[src/rtl/tlb_lru_state_pkg.sv]
// Shared sizes, types and FSM encoding for the TLB LRU counter store.
// Way 0 of a row sits in the least significant counter slot.
package tlb_lru_state_pkg;

  localparam int NUM_SETS = 16;
  localparam int SET_BITS = 4;
  localparam int NUM_WAYS = 4;
  localparam int LRU_BITS = 4;

  typedef logic [LRU_BITS-1:0] cnt_t;
  typedef logic [1:0]          way_t;
  typedef logic [SET_BITS-1:0] set_t;
  typedef cnt_t [NUM_WAYS-1:0] row_t;

  localparam cnt_t MAXC = '1;

  typedef enum logic {
    INIT = 1'b0,
    RUN  = 1'b1
  } state_t;

endpackage

[src/rtl/tlb_lru_state.sv]
// Per-set LRU recency counters: clears all rows after reset/flush, then applies
// hit touches and victim fills using min/max information returned by tlb_lru.
module tlb_lru_state
  import tlb_lru_state_pkg::*;
(
  input  logic                         clk,
  input  logic                         rst,
  input  logic                         flush,
  output logic                         init_busy,
  input  logic                         touch_valid,
  input  logic [SET_BITS-1:0]          touch_set,
  input  logic [1:0]                   touch_way,
  input  logic                         fill_valid,
  input  logic [SET_BITS-1:0]          fill_set,
  output logic                         fill_ready,
  output logic                         fill_done,
  output logic [1:0]                   fill_way,
  output logic [NUM_WAYS*LRU_BITS-1:0] lru_count_o,
  input  logic [1:0]                   replace_way_i,
  input  logic [LRU_BITS-1:0]          max_lru_value_i
);

  // Promote way w to most recent without ever wrapping a counter: bump past the
  // max while headroom remains, otherwise rebase on the minimum or halve all.
  function automatic row_t touch_update(input row_t c, input way_t w,
                                        input cnt_t mx, input way_t rw);
    row_t        r;
    cnt_t        mn;
    int unsigned n_max;
    r     = c;
    mn    = c[rw];
    n_max = 0;
    for (int i = 0; i < NUM_WAYS; i++) begin
      if (c[i] == mx) n_max++;
    end
    if (c[w] == mx && n_max == 1) begin
      r = c;
    end else if (mx != MAXC) begin
      r[w] = mx + cnt_t'(1);
    end else if (mn != '0) begin
      for (int i = 0; i < NUM_WAYS; i++) r[i] = c[i] - mn;
      r[w] = MAXC - mn + cnt_t'(1);
    end else begin
      for (int i = 0; i < NUM_WAYS; i++) r[i] = c[i] >> 1;
      r[w] = (MAXC >> 1) + cnt_t'(1);
    end
    return r;
  endfunction

  state_t state, state_next;
  set_t   init_ptr, init_ptr_next;
  row_t   rows [NUM_SETS];
  set_t   sel_set;
  row_t   sel_row;
  way_t   upd_way;
  logic   fill_accept;
  logic   row_we;
  set_t   row_waddr;
  row_t   row_wdata;

  assign sel_set     = touch_valid ? touch_set : fill_set;
  assign sel_row     = rows[sel_set];
  assign lru_count_o = sel_row;
  assign init_busy   = (state == INIT);
  assign fill_ready  = (state == RUN) && !touch_valid;
  assign fill_accept = fill_valid && fill_ready;
  assign upd_way     = touch_valid ? touch_way : replace_way_i;

  always_comb begin
    // NOTE: every signal written here gets a default first, so no path can infer a latch.
    state_next    = state;
    init_ptr_next = init_ptr;
    row_we        = 1'b0;
    row_waddr     = sel_set;
    row_wdata     = sel_row;
    case (state)
      INIT: begin
        row_we    = 1'b1;
        row_waddr = init_ptr;
        row_wdata = '0;
        if (init_ptr == set_t'(NUM_SETS - 1)) begin
          state_next    = RUN;
          init_ptr_next = '0;
        end else begin
          init_ptr_next = init_ptr + set_t'(1);
        end
      end
      RUN: begin
        if (touch_valid || fill_accept) begin
          row_we    = 1'b1;
          row_wdata = touch_update(sel_row, upd_way, max_lru_value_i, replace_way_i);
        end
        if (flush) state_next = INIT;
      end
      default: state_next = INIT;
    endcase
  end

  always_ff @(posedge clk) begin
    // NOTE: sequential state uses non-blocking assignments so all registers update together.
    if (rst) begin
      state     <= INIT;
      init_ptr  <= '0;
      fill_done <= 1'b0;
      fill_way  <= '0;
    end else begin
      state     <= state_next;
      init_ptr  <= init_ptr_next;
      fill_done <= fill_accept;
      if (fill_accept) fill_way <= replace_way_i;
    end
  end

  // NOTE: the counter array has no reset; the INIT sweep clears it one row per cycle.
  always_ff @(posedge clk) begin
    if (row_we) rows[row_waddr] <= row_wdata;
  end

endmodule

[config.mk]
export PLATFORM = sky130hd
export DESIGN_NAME = tlb_lru_state
export DESIGN_NICKNAME = d
export VERILOG_FILES = /design/src/rtl/tlb_lru_state_pkg.sv /design/src/rtl/tlb_lru_state.sv
export SDC_FILE = /design/constraint.sdc
export NUM_CORES = 1
export LEC_CHECK = 0
export BUFFER_PORTS_ARGS = -buffer_cell sky130_fd_sc_hd__buf_2
export CELL_PAD_IN_SITES_DETAIL_PLACEMENT = 1
export CELL_PAD_IN_SITES_GLOBAL_PLACEMENT = 1
export CORE_MARGIN = 2
export CORE_UTILIZATION = 30
export DETAILED_ROUTE_END_ITERATION = 6
export PLACE_DENSITY = 0.54
export RECOVER_POWER = 50
export SETUP_SLACK_MARGIN = 0.5
export SKIP_LAST_GASP = 1
export SLEW_MARGIN = 20
export SYNTH_ARGS = -nofsm -noshare
export SYNTH_HDL_FRONTEND = slang
export SYNTH_SLANG_ARGS = --single-unit
[constraint.sdc]
create_clock -name clk -period 7 [get_ports clk]
set_input_delay 0.35 -clock clk [delete_from_list [all_inputs] [get_ports clk]]
set_output_delay 0.35 -clock clk [all_outputs]
set_load 0.05 [all_outputs]
==> results of run 1 <==
cell type report:
class	instances	area, µm²
Inverter	24	90.1
Multi-Input combinational cell	748	5710
Fill cell	4851	29600
Clock inverter	20	143
Timing Repair Buffer	103	694
Tap cell	600	751
Clock buffer	33	741
Sequential cell	264	7850
worst max-delay path: stages:
cell	delay [ns]
buf_2	0.41
mux2_8	0.61
buf_4	0.33
mux2i_1	0.29
a22oi_1	0.13
nand3_1	0.14
o21ai_1	0.16
xor2_1	0.20
or4_1	0.46
ha_1	0.37
inv_1	0.10
xnor2_1	0.14
ha_1	0.29
inv_1	0.08
nand4_1	0.09
mux2_1	0.32
a211oi_2	0.26
buf_4	0.19
or2_1	0.55
o221a_1	0.74
report_power, final:
group          switching [mW]  total [mW]  internal (mW)
Sequential             0.0133        1.76           1.75
Clock                   0.629        1.43          0.799
Combinational           0.581       0.887          0.307
Total                    1.22        4.08           2.86
layer usage:
metal  global-route usage  vias to the layer above  routed length [µm]
met2                0.339                      352               23300
met5                    0                        -                   0
li1                     -                     4448                   -
met4               0.0770                        0                1840
met1                0.299                     5268               22800
met3               0.0193                       72                2610
state kept, by name (all words and copies together), names as in the netlist:
name,flops
fill_way,2
fill_done,1
rows,256
init_ptr,4
state,1
placed cells by master (no fill, tap or decap), drive strengths merged, types with 4 or more instances in the layout:
cell type  synthesis  final
a21o               4      4
nand3             38     38
nand2            156    156
o221a              4      4
clkbuf            35     40
a221oi             4      4
edfxtp           256    256
and2               4      4
a22oi             13     13
xor2              18     18
mux2              11     11
or2                5      5
nor3              23     23
nand4             12     12
clkinv             0     15
nand2b             6      6
a32o               4      4
and3               5      5
nor3b              4      4
a31oi             10     10
inv               24     26
o21ai             31     31
a211oi            12     12
o221ai            13     13
nor4               5      5
o32ai              5      5
mux4              39     39
ha                18     18
dfxtp              8      8
nor2              64     64
a32oi             22     22
a21oi             37     37
buf               34     96
xnor2             20     20
o211ai             8      8
o22ai              6      6
mux2i             93     93
how the worst max path moves through the flow:
stage | startpoint | end | slack (ns) | cells past startpoint
floorplan | touch_valid | rows[0][7]$_DFFE_PP_ | 0.64 | 20
global placement | touch_valid | rows[11][2]$_DFFE_PP_ | 0.51 | 18
detailed placement | touch_valid | rows[11][2]$_DFFE_PP_ | 0.32 | 18
CTS | touch_valid | rows[11][2]$_DFFE_PP_ | 0.88 | 18
global route | touch_valid | rows[10][2]$_DFFE_PP_ | 0.64 | 20
finish | touch_valid | rows[11][2]$_DFFE_PP_ | 0.92 | 20
per-stage QoR:
step / setup WS (ns) / hold WS (ns)
after floorplan: 0.641 / 0.505
after global placement: 0.512 / 0.440
after detailed placement: 0.323 / 0.452
after CTS: 0.875 / 0.0344
after global routing: 0.636 / 0.0374
final: 0.918 / 0.0552
kinds of logic after synthesis:
kind of cell	Yosys count	share of synthesized area
fa+ha+maj	18	0.0162
xor+xnor	38	0.0239
simple gates	336	0.109
compound gates	213	0.116
buf+inv	93	0.0319
flops	264	0.563
mux	143	0.140
repair_timing:
| action | 4_1_cts | 5_1_grt |
|---|---|---|
| setup buffers | 0 | 5 |
| endpoints found under the setup margin | 0 | 7 |
| hold buffers | 0 | 0 |
==> run metrics, run 1 <==
hold depth=2; async set-reset flop share out of synthesis=0; placed cell areas=15200 µm²; clk_lat worst skew=0.57 ns; Post-Layout Inst Area=16000 µm²; # IOs=42; min-delay src=rst; sequential area share after synthesis=0.563; first-pass GRT wire length=73.3 mm; nets=1209; Post-Layout Cell Count=1792; fin util=0.351; Final Hold Fails=0; Setup crit start kind=input pin; Leakage=5.67 nW; Reg2Reg Depth=5; Worst Clk Skew=0.0152 ns; TritonCTS Buffers=29; count leader, synth=edfxtp_1; placed cells=1734; Worst EP arrival=6.34 ns; Final Max Tran Viols=313; deepest level of the CTS H-tree=1; R2R setup slack=1.01 ns; Setup TNS=0 ns; syn_area_per_cell=12.6 µm²; crit-path max FO=55; Global Route Usage Sum=0.212; Reg clk slew, reported paths=0.06 ns; CTS tree=built; Post-Route WL=50.6 mm; Worst-Margin Slew=2.98 ns; Area growth, synth to finish=14.7%; Synthesized Nets=1144; status=finished, violations left; worst vdd ir=0.000167 V; GRT Residual Overflow=0; failing checks=capacitance limit, slew limit; Die W=219 µm; origin of the critical flop-to-flop path=state$_SDFF_PP0_; Iter 0 DRT Violations=1079; Pre-antenna DRT Iters=5; DR vias=10100; synthesized instance count=1105; post-synth top area share=0.552; fmax=164 MHz; fraction of layout cells with a size suffix above 1=0.180; Hold Crit Class=in -> reg; Req. time, crit path=7.26 ns; final setup vio count=0; reg-to-reg endpoint=rows[12][14]$_DFFE_PP_; clk sinks=264; commonest cells in the netlist=edfxtp_1, nand2_1, mux2i_1; Post-synth EDFFs=256; Port Buffers=41; Tcrit/Tclk final=0.869; vias per cell=5.66; Die H=219 µm; largest net degree at the start of global routing=56; RSZ-0062 raised after global routing=false; Slew HR=-0.992; hold endpoint=init_ptr[0]$_SDFFE_PP0N_; Std-Cell Rows=78; Diodes inserted=0; Power Total=4.08 mW; final worst path period need=6.08 ns; Synth cell types=87; vias in the first global route=10200; Synthesis Warnings=0; starting density of the core=0.306; ys flop type=edfxtp_1; top cells by area, synth=edfxtp_1, mux2i_1, mux4_2; Post-Synthesis Cell Area=13900 µm²; Setup crit end kind=register; DRC Markers=0; die area=48200 µm²; GPL Wtd Cong=0.879; Post-DRT Antenna Nets=0; Max Root-Sink Buffers=3; area of the core=45600 µm²; cell accounting for the most synthesized area=edfxtp_1; flops & latches, synth=264; Max Cap Viol=17; post-cts gate resize count=0; initial antenna violation count=0; DP HPWL=33.4 mm; CTS root buffer=clkbuf_16; Crit Path Category=in -> reg; pwr dens=255 nW/µm²; DR WL/cell=28.2 µm
No activity file was read; power rests on OpenSTA's default activity.
==> run 2: changes to the inputs <==
- CORE_MARGIN: 2 -> 3
==> run 2 against run 1 <==
Worst hold slack gained 0.023 ns. Maximum frequency grew 2.0%. Power grew 2.4%. Clock power grew 8%. The run still ends with capacitance limit, slew limit left. Die area grew 1.8%. Final cell count shrank 0.73%. Sequential share of layout area grew 0.15 points. Design area shrank 0.31%. Global-route usage shrank 1.1 points. Register-to-register slack gained 0.07 ns.
==> run metrics, run 2 (same netlist as run 1, synthesis figures left out) <==
final setup vio count=0 (unchanged); max reg flops=256 (unchanged); die area=49000 µm² (+1.8%); Reg clk slew, reported paths=0.07 ns (about the same); vias per cell=5.64 (-0.30%); Post-DRT Antenna Nets=0 (unchanged); nets=1199 (-0.83%); cts hold-fix bufs=0 (unchanged); Area growth, synth to finish=14.4%; CTS root buffer=clkbuf_16; Worst Path Buf+Inv=7 (+2); GPL Wtd Cong=0.854 (-2.8%); Die H=221 µm (+0.91%); fmax=168 MHz (+2.0%); Worst EP arrival=6.16 ns (-0.18 ns); Die W=221 µm (+0.91%); GR Util met2=0.316 (-0.0225); met3 Track Usage GR=0.0232 (+0.00389); Max Root-Sink Buffers=3 (unchanged); Worst-Margin Slew=2.88 ns (-0.0943 ns); Filler cells=4836 (-0.31%); Iter 0 DRT Violations=875 (-19%); worst vdd ir=0.000115 V (-31%); vias in the first global route=10200 (-0.21%); # IOs=42 (unchanged); area occupied by multi-input gates=5710 µm² (about the same); most common cell after layout, fill and taps aside=edfxtp_1; status=finished, violations left; area of the core=45600 µm² (unchanged); failing checks=capacitance limit, slew limit; largest net degree at the start of global routing=57 (+1.8%); crit-path max FO=18 (-67%); CTS tree=built; GRT Residual Overflow=0 (unchanged); starting density of the core=0.306 (unchanged); Most Crowded Layer GR=met2; Cell Chain, Critical Path=buf_2 > mux2_1 > nor2_1 > buf_4 > a32oi_1 > nand3_1 > o31a_1 > inv_2 > xnor2_1 > and4_1 > inv_1 > ha_1 > inv_1 > xnor2_1 > ha_1 > inv_1 > nand4_1 > mux2_1 > a211oi_2 > buf_4 > nor4_1 > a211oi_2; CP most frequent cell=inv_1; post-CTS setup buffers=0 (unchanged); TritonCTS Buffers=28 (-3.4%); Setup TNS=0 ns (unchanged); largest reg by FF count=rows; CP max stage delay=0.92 ns (+0.18 ns); pwr dens=262 nW/µm² (+2.7%); Global Route Usage Sum=0.201 (-0.0110); Req. time, crit path=7.19 ns (-0.07 ns); final worst path period need=5.96 ns (-0.119 ns); most frequent cells in the layout=edfxtp_1, nand2_1, mux2i_1; DRC Markers=0 (unchanged); fraction of layout cells with a size suffix above 1=0.167 (-0.0133); Max Cap Viol=17 (unchanged); Reg area=7850 µm² (unchanged); critical path's top delay family=compound AO/OA/AOI/OAI gates; deepest level of the CTS H-tree=1 (unchanged); Post-Route WL=50.9 mm (+0.69%); DR vias=10000 (-1.0%); Setup crit start kind=input pin; first-pass GRT wire length=72.9 mm (-0.55%); post-cts gate resize count=0 (unchanged); Max stage delay cell, worst path=a211oi_2; Setup crit end kind=register; Final Max Tran Viols=313 (unchanged); Pre-antenna DRT Iters=5 (unchanged); Port Buffers=41 (unchanged); Crit Path Category=in -> reg; biggest regs=rows: 256 flops, init_ptr: 4 flops, fill_way: 2 flops; Worst Clk Skew=0.0147 ns (-0.000502 ns); fin util=0.350 (-0.00107); clk_lat worst skew=0.55 ns (-0.02 ns); RSZ-0062 raised after global routing=false; Final Hold Fails=0 (unchanged); clk sinks=264 (unchanged); Tcrit/Tclk final=0.852 (-0.0170); DP HPWL=34.1 mm (+2.1%); Slew HR=-0.928 (+0.0631); M1 GR Usage=0.280 (-0.0192); Hold Crit Class=in -> reg; Std-Cell Rows=78 (unchanged); Diodes inserted=0 (unchanged); initial antenna violation count=0 (unchanged); DR WL/cell=28.6 µm (+1.4%); Leakage=5.63 nW (-0.67%)
## run 2: changes by cell type in the layout (fill, tap and decap cells not counted), sizes merged
cell / previous run / this run
buf: 96 / 84
bufinv: 1 / 5
clkbuf: 40 / 44
clkinv: 15 / 10
clkinvlp: 2 / 0
inv: 26 / 24
## run 2: cell type report
class	count	area share
well taps	600	0.0471
flip-flops and latches	264	0.493
inverters	24	0.00566
clock buffers	34	0.0467
multi-input cells	748	0.359
repair buffers	94	0.0372
clock inverters	15	0.0121
## run 2: per-stage QoR
step / instance area [µm²] / worst slack (ns) / hold slack, ns / std cells / total power, mW
after detailed placement: 15100 / 0.737 / 0.456 / 1730 / 2.67
after global routing: 15900 / 0.756 / 0.0723 / 1779 / 4.34
after global placement: 15100 / 0.821 / 0.445 / 1730 / 2.66
after floorplan: 13900 / 0.641 / 0.505 / 1105 / 2.37
after CTS: 16000 / 1.30 / 0.0600 / 1779 / 4.21
final: 15900 / 1.04 / 0.0786 / 1779 / 4.17
## run 2: power breakdown
group / total [mW] / switching (mW) / internal [mW]
combinational: 0.872 / 0.574 / 0.298
clock: 1.54 / 0.606 / 0.932
sequential: 1.76 / 0.0143 / 1.75
## run 2: final timing paths
path	depth (start not counted)	from	to	slack (ns)
max	22	touch_valid	rows[9][7]$_DFFE_PP_	1.04
max reg2reg	5	state$_SDFF_PP0_	rows[13][11]$_DFFE_PP_	1.08
min reg2reg	2	fill_way[1]$_SDFFE_PP0P_	fill_way[1]$_SDFFE_PP0P_	0.47
min	2	rst	fill_way[0]$_SDFFE_PP0P_	0.08
## run 2: routing by layer
| metal | wire, µm | share of wire | vias to the layer above |
|---|---|---|---|
| li1 | - | - | 4425 |
| met1 | 23300 | 0.46 | 5218 |
| met2 | 23100 | 0.45 | 312 |
| met3 | 2260 | 0.044 | 81 |
| met4 | 2290 | 0.045 | 0 |
| met5 | 0 | 0 | - |
